$ cat config.mk
export PLATFORM = sky130hd
export DESIGN_NAME = prefetch_unit_flat
export DESIGN_NICKNAME = d
export VERILOG_FILES = /design/src/rtl/prefetch_unit_if.sv /design/src/rtl/prefetch_unit.sv /design/src/flat_wrapper.sv
export SDC_FILE = /design/constraint.sdc
export NUM_CORES = 1
export LEC_CHECK = 0
export ABC_CLOCK_PERIOD_IN_PS = 11200
export CELL_PAD_IN_SITES_DETAIL_PLACEMENT = 2
export CELL_PAD_IN_SITES_GLOBAL_PLACEMENT = 2
export CORE_MARGIN = 4
export CORE_UTILIZATION = 50
export CTS_BUF_LIST = sky130_fd_sc_hd__clkbuf_4
export CTS_CLUSTER_SIZE = 40
export DETAILED_ROUTE_END_ITERATION = 16
export DONT_BUFFER_PORTS = 1
export PLACE_DENSITY_LB_ADDON = 0.1
export SLEW_MARGIN = 20
export SYNTH_ARGS = -nofsm -noshare
export SYNTH_HDL_FRONTEND = slang
export SYNTH_SLANG_ARGS = --single-unit
$ cat constraint.sdc
create_clock -name clk_i -period 11.2 [get_ports clk_i]
set_input_delay 1.68 -clock clk_i [delete_from_list [all_inputs] [get_ports clk_i]]
set_output_delay 1.68 -clock clk_i [all_outputs]
set_load 0.02 [all_outputs]
$ cat src/rtl/prefetch_unit_if.sv
// Bus bundle for prefetch_unit: redirect, memory request/response, decode.
// master = prefetcher view, slave = core/memory environment view.
interface prefetch_unit_if #(
  parameter int Xlen     = 64,
  parameter int Ilen     = 32,
  parameter int MemWidth = 64
);
  logic                redirect_i;
  logic [Xlen-1:0]     redirect_pc_i;
  logic                mem_valid_o;
  logic                mem_ready_i;
  logic [Xlen-1:0]     mem_addr_o;
  logic                mem_rvalid_i;
  logic [MemWidth-1:0] mem_rdata_i;
  logic                inst_valid_o;
  logic                inst_ready_i;
  logic [Xlen-1:0]     inst_pc_o;
  logic [Ilen-1:0]     inst_data_o;

  modport master (
    input  redirect_i, redirect_pc_i,
    input  mem_ready_i, mem_rvalid_i, mem_rdata_i,
    input  inst_ready_i,
    output mem_valid_o, mem_addr_o,
    output inst_valid_o, inst_pc_o, inst_data_o
  );

  modport slave (
    output redirect_i, redirect_pc_i,
    output mem_ready_i, mem_rvalid_i, mem_rdata_i,
    output inst_ready_i,
    input  mem_valid_o, mem_addr_o,
    input  inst_valid_o, inst_pc_o, inst_data_o
  );
endinterface

$ cat src/rtl/prefetch_unit.sv
// Instruction prefetcher: issues aligned beats, buffers them, unpacks one
// instruction per cycle. Ports: clk_i, rst_ni (async low), bus (master).
module prefetch_unit #(
  parameter int              Xlen           = 64,
  parameter int              Ilen           = 32,
  parameter int              MemWidth       = 64,
  parameter int              MaxOutstanding = 2,
  parameter int              DepthLog2      = 2,
  parameter logic [Xlen-1:0] BootAddr       = Xlen'(64'h8000_0000)
) (
  input logic              clk_i,
  input logic              rst_ni,
  prefetch_unit_if.master  bus
);

  localparam int Ipb   = MemWidth / Ilen;
  localparam int Bpb   = MemWidth / 8;
  localparam int SlotW = (Ipb > 1) ? $clog2(Ipb) : 1;
  localparam int CntW  = $clog2(MaxOutstanding + 1);
  localparam int Depth = 2 ** DepthLog2;
  localparam int QW    = DepthLog2 + 1;
  localparam logic [Xlen-1:0] AMask = ~Xlen'(Bpb - 1);

  function automatic logic [Xlen-1:0] align(
    input logic [Xlen-1:0] a
  );
    return a & AMask;
  endfunction

  function automatic logic [SlotW-1:0] slot_of(
    input logic [Xlen-1:0] a
  );
    logic [Xlen-1:0] w;
    w = (a >> 2) & Xlen'(Ipb - 1);
    return w[SlotW-1:0];
  endfunction

  typedef struct packed {
    logic [Xlen-1:0]     addr;
    logic [MemWidth-1:0] data;
    logic [SlotW-1:0]    start;
  } entry_t;

  entry_t               q_mem [Depth];
  logic [DepthLog2-1:0] wr_ptr_q;
  logic [DepthLog2-1:0] rd_ptr_q;
  logic [QW-1:0]        count_q;
  logic                 run_q;
  logic [CntW-1:0]      outst_q;
  logic [CntW-1:0]      drop_q;
  logic                 first_q;
  logic [SlotW-1:0]     start_off_q;
  logic [SlotW-1:0]     slot_q;
  logic [Xlen-1:0]      req_addr_q;
  logic [Xlen-1:0]      resp_addr_q;

  logic            redirect;
  logic [Xlen-1:0] target;
  logic            credit_ok;
  logic            accept;
  logic            rvalid;
  logic            push;
  logic            fire;
  logic            pop;
  entry_t          head;
  logic [SlotW-1:0] s;

  assign redirect = bus.redirect_i;
  assign target   = align(bus.redirect_pc_i);
  assign rvalid   = bus.mem_rvalid_i;

  // A redirect flushes everything fresh, so the credit is trivially there.
  always_comb begin
    credit_ok = 1'b0;
    if (redirect) begin
      credit_ok = 1'b1;
    end else begin
      credit_ok = (int'(outst_q - drop_q) + int'(count_q)) < Depth;
    end
  end

  assign bus.mem_valid_o = run_q
                         && (int'(outst_q) < MaxOutstanding)
                         && credit_ok;
  assign bus.mem_addr_o  = redirect ? target : req_addr_q;
  assign accept = bus.mem_valid_o && bus.mem_ready_i;

  // Stale beats and any beat landing with a redirect are discarded.
  assign push = rvalid && (drop_q == '0) && !redirect;

  assign head = q_mem[rd_ptr_q];
  assign s    = (slot_q > head.start) ? slot_q : head.start;

  assign bus.inst_valid_o = (count_q != '0) && !redirect;
  assign bus.inst_data_o  = head.data[int'(s)*Ilen +: Ilen];
  assign bus.inst_pc_o    = head.addr + (Xlen'(s) << 2);

  assign fire = bus.inst_valid_o && bus.inst_ready_i;
  assign pop  = fire && (int'(s) == Ipb - 1);

  always_ff @(posedge clk_i or negedge rst_ni) begin
    if (!rst_ni) begin
      run_q       <= 1'b0;
      outst_q     <= '0;
      drop_q      <= '0;
      first_q     <= 1'b1;
      start_off_q <= slot_of(BootAddr);
      req_addr_q  <= align(BootAddr);
      resp_addr_q <= align(BootAddr);
    end else begin
      run_q   <= 1'b1;
      outst_q <= outst_q + CntW'(accept) - CntW'(rvalid);

      if (redirect) begin
        drop_q <= outst_q - CntW'(rvalid);
      end else if (rvalid && (drop_q != '0)) begin
        drop_q <= drop_q - CntW'(1);
      end

      if (redirect) begin
        first_q     <= 1'b1;
        start_off_q <= slot_of(bus.redirect_pc_i);
        resp_addr_q <= target;
      end else if (push) begin
        first_q     <= 1'b0;
        resp_addr_q <= resp_addr_q + Xlen'(Bpb);
      end

      if (accept) begin
        req_addr_q <= bus.mem_addr_o + Xlen'(Bpb);
      end else if (redirect) begin
        req_addr_q <= target;
      end
    end
  end

  always_ff @(posedge clk_i or negedge rst_ni) begin
    if (!rst_ni) begin
      wr_ptr_q <= '0;
      rd_ptr_q <= '0;
      count_q  <= '0;
      slot_q   <= '0;
    end else if (redirect) begin
      wr_ptr_q <= '0;
      rd_ptr_q <= '0;
      count_q  <= '0;
      slot_q   <= '0;
    end else begin
      if (push) begin
        wr_ptr_q <= wr_ptr_q + 1'b1;
      end
      if (pop) begin
        rd_ptr_q <= rd_ptr_q + 1'b1;
        slot_q   <= '0;
      end else if (fire) begin
        slot_q <= s + SlotW'(1);
      end
      count_q <= count_q + QW'(push) - QW'(pop);
    end
  end

  always_ff @(posedge clk_i or negedge rst_ni) begin
    if (!rst_ni) begin
      for (int i = 0; i < Depth; i++) begin
        q_mem[i] <= '0;
      end
    end else if (push) begin
      q_mem[wr_ptr_q] <= '{
        addr:  resp_addr_q,
        data:  bus.mem_rdata_i,
        start: first_q ? start_off_q : '0
      };
    end
  end

endmodule

$ cat src/flat_wrapper.sv
// flat-port wrapper written by rule: the top's interface ports become plain ports
module prefetch_unit_flat 
#(
  parameter int              Xlen           = 64,
  parameter int              Ilen           = 32,
  parameter int              MemWidth       = 64,
  parameter int              MaxOutstanding = 2,
  parameter int              DepthLog2      = 2,
  parameter logic [Xlen-1:0] BootAddr       = Xlen'(64'h8000_0000)
)
  (clk_i, rst_ni, bus_redirect_i, bus_redirect_pc_i, bus_mem_ready_i, bus_mem_rvalid_i, bus_mem_rdata_i, bus_inst_ready_i, bus_mem_valid_o, bus_mem_addr_o, bus_inst_valid_o, bus_inst_pc_o, bus_inst_data_o);
  prefetch_unit_if #(.Xlen(Xlen), .Ilen(Ilen), .MemWidth(MemWidth)) bus_i ();
  input logic clk_i;
  input logic rst_ni;
  input wire logic [$bits(bus_i.redirect_i)-1:0] bus_redirect_i;
  input wire logic [$bits(bus_i.redirect_pc_i)-1:0] bus_redirect_pc_i;
  input wire logic [$bits(bus_i.mem_ready_i)-1:0] bus_mem_ready_i;
  input wire logic [$bits(bus_i.mem_rvalid_i)-1:0] bus_mem_rvalid_i;
  input wire logic [$bits(bus_i.mem_rdata_i)-1:0] bus_mem_rdata_i;
  input wire logic [$bits(bus_i.inst_ready_i)-1:0] bus_inst_ready_i;
  output wire logic [$bits(bus_i.mem_valid_o)-1:0] bus_mem_valid_o;
  output wire logic [$bits(bus_i.mem_addr_o)-1:0] bus_mem_addr_o;
  output wire logic [$bits(bus_i.inst_valid_o)-1:0] bus_inst_valid_o;
  output wire logic [$bits(bus_i.inst_pc_o)-1:0] bus_inst_pc_o;
  output wire logic [$bits(bus_i.inst_data_o)-1:0] bus_inst_data_o;
  assign bus_i.redirect_i = bus_redirect_i;
  assign bus_i.redirect_pc_i = bus_redirect_pc_i;
  assign bus_i.mem_ready_i = bus_mem_ready_i;
  assign bus_i.mem_rvalid_i = bus_mem_rvalid_i;
  assign bus_i.mem_rdata_i = bus_mem_rdata_i;
  assign bus_i.inst_ready_i = bus_inst_ready_i;
  assign bus_mem_valid_o = bus_i.mem_valid_o;
  assign bus_mem_addr_o = bus_i.mem_addr_o;
  assign bus_inst_valid_o = bus_i.inst_valid_o;
  assign bus_inst_pc_o = bus_i.inst_pc_o;
  assign bus_inst_data_o = bus_i.inst_data_o;
  prefetch_unit #(.Xlen(Xlen), .Ilen(Ilen), .MemWidth(MemWidth), .MaxOutstanding(MaxOutstanding), .DepthLog2(DepthLog2), .BootAddr(BootAddr)) u_core (.clk_i(clk_i), .rst_ni(rst_ni), .bus(bus_i));
endmodule
==> results of run 1 <==
## sequential cells by signal (all words and copies together), names as in the netlist
register,cells
u_core.slot_q,1
u_core.req_addr_q,64
u_core.count_q,3
u_core.first_q,1
u_core.resp_addr_q,61
u_core.q_mem,504
u_core.run_q,1
u_core.rd_ptr_q,2
u_core.start_off_q,1
u_core.outst_q,2
u_core.drop_q,2
u_core.wr_ptr_q,2
## metrics by stage
stage	hold WS, ns	util	total power, W	std cells
global placement	0.453	0.512	0.00480	3020
floorplan	0.442	-	0.00447	2309
detailed placement	0.475	0.512	0.00495	3020
finish	0.399	0.549	0.00714	3339
CTS	0.256	0.549	0.00723	3333
global route	0.277	0.549	0.00756	3339
## layer usage
metal	vias to the layer above	part of all wire	track usage
met3	154	0.051	0.0712
met5	-	0	0
met4	0	0.027	0.0959
met2	428	0.51	0.471
met1	10600	0.41	0.336
li1	8533	-	-
## synthesized netlist by cell type, drive strengths merged, types with 14 or more instances
cell    instances  area [um^2]
nor3           39          200
mux2          510         5740
xor2           56          490
and3           16          100
inv            76          285
mux4          125         2910
buf            60          429
nand2         155          582
clkbuf         87          372
ha             19          238
nor4           19          183
nand3          60          300
mux2i          20          208
nor2           37          139
xnor2         103          902
nand4          27          188
dfrtp         641        16000
and4           14          125
o21ai         135          679
## power groups by stage
stage | clock network (W) | registers (W) | logic [W]
3_5_place_dp | 0 | 0.00311 | 0.00184
3_3_place_gp | 0 | 0.00304 | 0.00176
4_1_cts | 0.00226 | 0.00308 | 0.00188
5_1_grt | 0.00243 | 0.00314 | 0.00199
6_report | 0.00219 | 0.00309 | 0.00186
2_1_floorplan | 0 | 0.00298 | 0.00149
## worst max-delay path, stage by stage, from the launching register on
cell and delay [ns]:
dfrtp_1 0.41, ha_1 0.23, fa_1 0.49, inv_1 0.05, ha_1 0.25, and3b_1 0.18, or2_2 0.32, o21ai_0 0.22
a21boi_0 0.21, ha_1 0.15, nor4bb_1 0.29, and4_1 0.26, a311oi_1 0.12, buf_4 0.19, nor2b_1 0.46
## path summary, 6_finish.rpt
| check | startpoint | end | slack [ns] | depth (start not counted) |
|---|---|---|---|---|
| setup / recovery | u_core.drop_q[0] | bus_mem_valid_o | 4.75 | 14 |
| hold / removal | rst_ni | u_core.q_mem[49] | 0.40 | 0 |
| setup reg to reg | u_core.drop_q[0] | u_core.req_addr_q[38] | 6.40 | 16 |
| hold reg to reg | u_core.q_mem[253] | u_core.q_mem[253] | 0.48 | 2 |
| max in group asynchronous | rst_ni | u_core.req_addr_q[7] | 9.64 | 0 |
| min in group clk_i | u_core.q_mem[253] | u_core.q_mem[253] | 0.48 | 2 |
## area by class of cell
class,count,area share
clock inverter,37,0.00603
antenna,6,0.000444
sequential,644,0.477
tap,837,0.0310
timing repair buffer,21,0.00503
inverter,76,0.00844
multi-input combinational,1442,0.411
clock buffer,276,0.0613
## cells by family (layout without fill, tap and decap cells)
group | count (synthesis) | after routing
multiplexers | 655 | 655
flip-flops | 644 | 644
AND/OR/NAND/NOR | 437 | 437
buffers and inverters | 223 | 410
AO/OA/AOI/OAI | 166 | 166
XOR/XNOR | 159 | 159
adder cells (fa/ha/maj) | 21 | 21
other | 2 | 10
==> results.cfg, run 1 <==
[synth]
synth_cell_type_count = 77
synth_top_family_by_area = multiplexers
ys_warn_count = 0
syn-mean-instance-area_um2 = 13.5
ys_ff_latch = 644
synth_top_flop_cell = dfrtp_1
syn_inst = 2307
synth_xor_area_frac = 0.0448
synth_seq_area_share = 0.519
synth_mux_area_frac = 0.285
yosys.area_share.simple = 0.0757
synthAdderAreaFrac = 0.00894
synth_edf_count = 0
synth_compound_area_frac = 0.0309
async_flop_share = 1.00
synth_area_um2 = 31100

[sta]
setup_viol = 0
final.period_utilization = 0.576
drv_slew = 0
period_needed_ns = 6.45
tns_ns = 0
layout_setup_ws_ns = 4.75
maxSlewHeadroom = 0.0632
rsz0062_at_grt = no
fmax_mhz = 155
fin_worst_skew_ns = 0.0580
finalHoldViolCount = 0
tightestPinTransition_ns = 1.41

[worst_setup_path]
cp.arrival_ns = 4.77
worstSetupPathType = reg -> out
startpoint_type = flop
end_kind = primary output
critPathMaxFanout = 7
critPathRequiredTime_ns = 9.52

[placed_design]
port_buffers = 0
post_dp_cell_area_um2 = 31500
routabilityCongestion = 0.795
hpwl_um = 55200
post-place-ws_ns = 5.60

[global_route]
grt_pass1_wl_um = 141000
antenna_found_initial = 6
grt.overflow.total = 0
grt_use_total = 0.274
grt_pass1_vias = 23200
grt_max_degree = 645

[layout]
final_cell_mix = 639 x dfrtp_1, 510 x mux2_2, 276 x clkbuf_4, 151 x nand2_1, 131 x o21ai_0
multiInputGateArea_um2 = 13900
final_common_cell = dfrtp_1
fillers = 5696
syn_to_final_growth_pct = 8.89
regArea_um2 = 16100
drive_gt1_frac = 0.385
final_cell_area_um2 = 33800
nets = 2520

[status]
outcome = complete, no violations

[floorplanning]
dieWidth_um = 257
die_h_um = 257
fp.dieArea_um2 = 66200
core_area_um2 = 61600
initial_core_util = 0.504
io_pins = 296
rows = 91

[cts]
cts_max_level = 4
cts_resized = 0
tritoncts = done
cts_sinks = 644
ctsHoldBuffers = 0
path_clk_slew_ns = 0.06
post-cts-setup-buffers = 0
clock_latency_ns = 0.99
clockRootBuffer = clkbuf_4
numCtsBuffers = 180
clock_path_buffers = 3

[power_and_ir_drop]
p_comb_frac = 0.260
power.switching_w = 0.00237
internal_power_w = 0.00478
power.density_cell_area_nw_per_um2 = 211
leakagePower_nw = 15.6
peakVddDrop_mv = 0.114
seq_power_share = 0.433
clockPowerShare = 0.307
p_sw_frac = 0.331

[routing]
remaining_drc_errors = 0
routed_wl_um = 89500
num_vias = 19700
drtIter0Drc = 1100
wire_per_inst_um = 26.8
ant_nets = 0
via_per_inst = 5.90
dr.pass1.iters = 5

[hold_path]
hold_class = in -> async

[run]
cap_viol_max_count = 0
No activity file was read; power rests on OpenSTA's default activity.
==> run 2, diff against run 1 <==
--- a/config.mk
+++ b/config.mk
@@ -5,11 +5,11 @@
 export SDC_FILE = /design/constraint.sdc
 export NUM_CORES = 1
 export LEC_CHECK = 0
-export ABC_CLOCK_PERIOD_IN_PS = 11200
+export ABC_CLOCK_PERIOD_IN_PS = 5940
 export CELL_PAD_IN_SITES_DETAIL_PLACEMENT = 2
 export CELL_PAD_IN_SITES_GLOBAL_PLACEMENT = 2
 export CORE_MARGIN = 4
-export CORE_UTILIZATION = 50
+export CORE_UTILIZATION = 47
 export CTS_BUF_LIST = sky130_fd_sc_hd__clkbuf_4
 export CTS_CLUSTER_SIZE = 40
 export DETAILED_ROUTE_END_ITERATION = 16
==> constraint.sdc (replaced) <==
create_clock -name clk_i -period 5.94 [get_ports clk_i]
set_input_delay 0.891 -clock clk_i [delete_from_list [all_inputs] [get_ports clk_i]]
set_output_delay 0.891 -clock clk_i [all_outputs]
set_load 0.02 [all_outputs]
==> run 2 against run 1 <==
The flow now finishes with violations (negative hold slack, max-slew violations). Sequential power up 90%. Register-to-register slack worse by 5.3 ns. Wire length up 8.9%. Die area up 6.2%. Sequential share of layout area down 1.7 points. Flip-flop and latch count unchanged.
==> results.cfg, run 2 (same netlist as run 1, synthesis figures left out) <==
[status]
outcome = finished, violations left
violations = negative hold slack, max-slew violations

[worst_setup_path]
startpoint_type = flop
end_kind = primary output
critPathRequiredTime_ns = 5.05
cp_slowest_cell = fa_1
cp.arrival_ns = 4.70
worstSetupPathType = reg -> out
crit_top_cell = ha_1
r2r_slack_ns = 1.12
critPathMaxFanout = 7
crit_path_cell_trace = ha_1 > fa_1 > inv_1 > ha_1 > and3b_1 > or2_2 > o21ai_0 > a21boi_0 > ha_1 > nor4bb_1 > and4_1 > a311oi_1 > buf_4 > nor2b_2
cp_slowest_stage_delay_ns = 0.48

[routing]
num_vias = 20400
drtIter0Drc = 1126
wire_per_inst_um = 27.9
remaining_drc_errors = 0
routed_wl_um = 97500
via_per_inst = 5.84
dr.pass1.iters = 4
ant_nets = 0

[cts]
cts_max_level = 4
ctsHoldBuffers = 117
path_clk_slew_ns = 0.07
clock_latency_ns = 1.05
clockRootBuffer = clkbuf_4
cts_sinks = 644
numCtsBuffers = 181
tritoncts = done
clock_path_buffers = 3

[placed_design]
port_buffers = 0
hpwl_um = 55700
routabilityCongestion = 0.770
placedCellCount = 3038

[global_route]
grt_pass1_wl_um = 151000
grt_use_total = 0.280
grt.overflow.total = 0
grt-busiest-layer = met2
use_met3 = 0.0779
grt_max_degree = 645
grt_pass1_vias = 24100
antenna_found_initial = 9
use_met1 = 0.327
grt_use_met2 = 0.490

[sta]
fmax_mhz = 179
finalHoldViolCount = 101
maxSlewHeadroom = -1.63
period_needed_ns = 5.59
tns_ns = 0
drv_slew = 556
final.period_utilization = 0.941
holdWs_ns = -0.432
setup_viol = 0
fin_worst_skew_ns = 0.0792
tightestPinTransition_ns = 3.94
rsz0062_at_grt = no

[power_and_ir_drop]
clockPowerShare = 0.305
p_sw_frac = 0.341
peakVddDrop_mv = 0.153
power.density_cell_area_nw_per_um2 = 390
internal_power_w = 0.00903
p_comb_frac = 0.266
power_w = 0.0137
seq_power_share = 0.429
leakagePower_nw = 16.1
power.switching_w = 0.00466

[floorplanning]
initial_core_util = 0.478
die_h_um = 265
dieWidth_um = 265
core_area_um2 = 64900
fp.dieArea_um2 = 70300
rows = 93
io_pins = 296

[hold_path]
hold_class = in -> async

[layout]
syn_to_final_growth_pct = 13.0
final_cell_mix = 639 x dfrtp_1, 510 x mux2_2, 274 x clkbuf_4, 151 x nand2_1, 130 x o21ai_0
drive_gt1_frac = 0.368
nets = 2638
final_common_cell = dfrtp_1
utilization = 0.541
largest_register = u_core.q_mem
largest_reg_flops = 504
instances_no_fill = 3496
reg.largest.list = u_core.q_mem: 504 flops, u_core.req_addr_q: 64 flops, u_core.resp_addr_q: 61 flops
fillers = 6018

[run]
cap_viol_max_count = 0
==> run 2: cell count changes in the layout (fill, tap and decap cells not counted), sizes merged <==
cell         before  now
bufinv            2    1
diode             6   14
buf              21   22
dlygate4sd3       0  116
clkbuf          276  274
clkinv           28   45
==> run 2: critical path: cells and delay by family (launching register included) <==
kind,cells,cell delay [ns]
AOI/OAI and AO/OA,3,0.61
adders and majority gates,4,1.12
buffers and inverters,2,0.23
DFF,1,0.42
and+or+nand+nor,5,1.31
==> run 2: cell type report <==
type	count	area (um^2)	area share
well taps	855	1070	0.0305
clock inverters	53	243	0.00692
repair buffers	138	1380	0.0392
inverters	76	285	0.00813
clock buffers	274	2060	0.0586
multi-input cells	1442	13900	0.396
diodes	14	35.0	0.000998
flip-flops and latches	644	16100	0.460
==> run 2: worst paths after layout <==
path                                               end                  start  cells after the start
worst min-delay path                 u_core.q_mem[310]                 rst_ni                      0
worst max-delay path                   bus_mem_valid_o       u_core.drop_q[0]                     14
max in group asynchronous           u_core.rd_ptr_q[0]                 rst_ni                      0
worst min register to register       u_core.q_mem[377]      u_core.q_mem[377]                      2
worst max register to register   u_core.req_addr_q[38]       u_core.drop_q[0]                     16
min in group clk_i              u_core.resp_addr_q[47]  bus_redirect_pc_i[47]                      2
==> run 2: power by group through the flow <==
stage,combinational [W],clock (W),sequential [W]
2_1_floorplan,0.00282,0,0.00562
3_3_place_gp,0.00334,0,0.00573
3_5_place_dp,0.00349,0,0.00586
4_1_cts,0.00363,0.00424,0.00580
5_1_grt,0.00390,0.00461,0.00595
6_report,0.00365,0.00417,0.00587
==> run 2: metal layers <==
metal / part of all wire / vias to the layer above
li1: - / 8772
met3: 0.054 / 223
met1: 0.40 / 10900
met4: 0.035 / 2
met5: 0.00018 / -
met2: 0.52 / 496
==> run 2: what timing repair did <==
item,in CTS,in global routing
setup endpoints to repair,0,1
resized for setup,0,1
endpoints found under the hold margin,971,641
buffers inserted,0,0
==> run 2: per-stage QoR <==
step,setup slack (ns),cell area [um^2]
CTS,0.0660,35000
global placement,1.35,31600
global route,0.0280,35100
detailed placement,1.14,31600
finish,0.353,35100
floorplan,1.58,31100
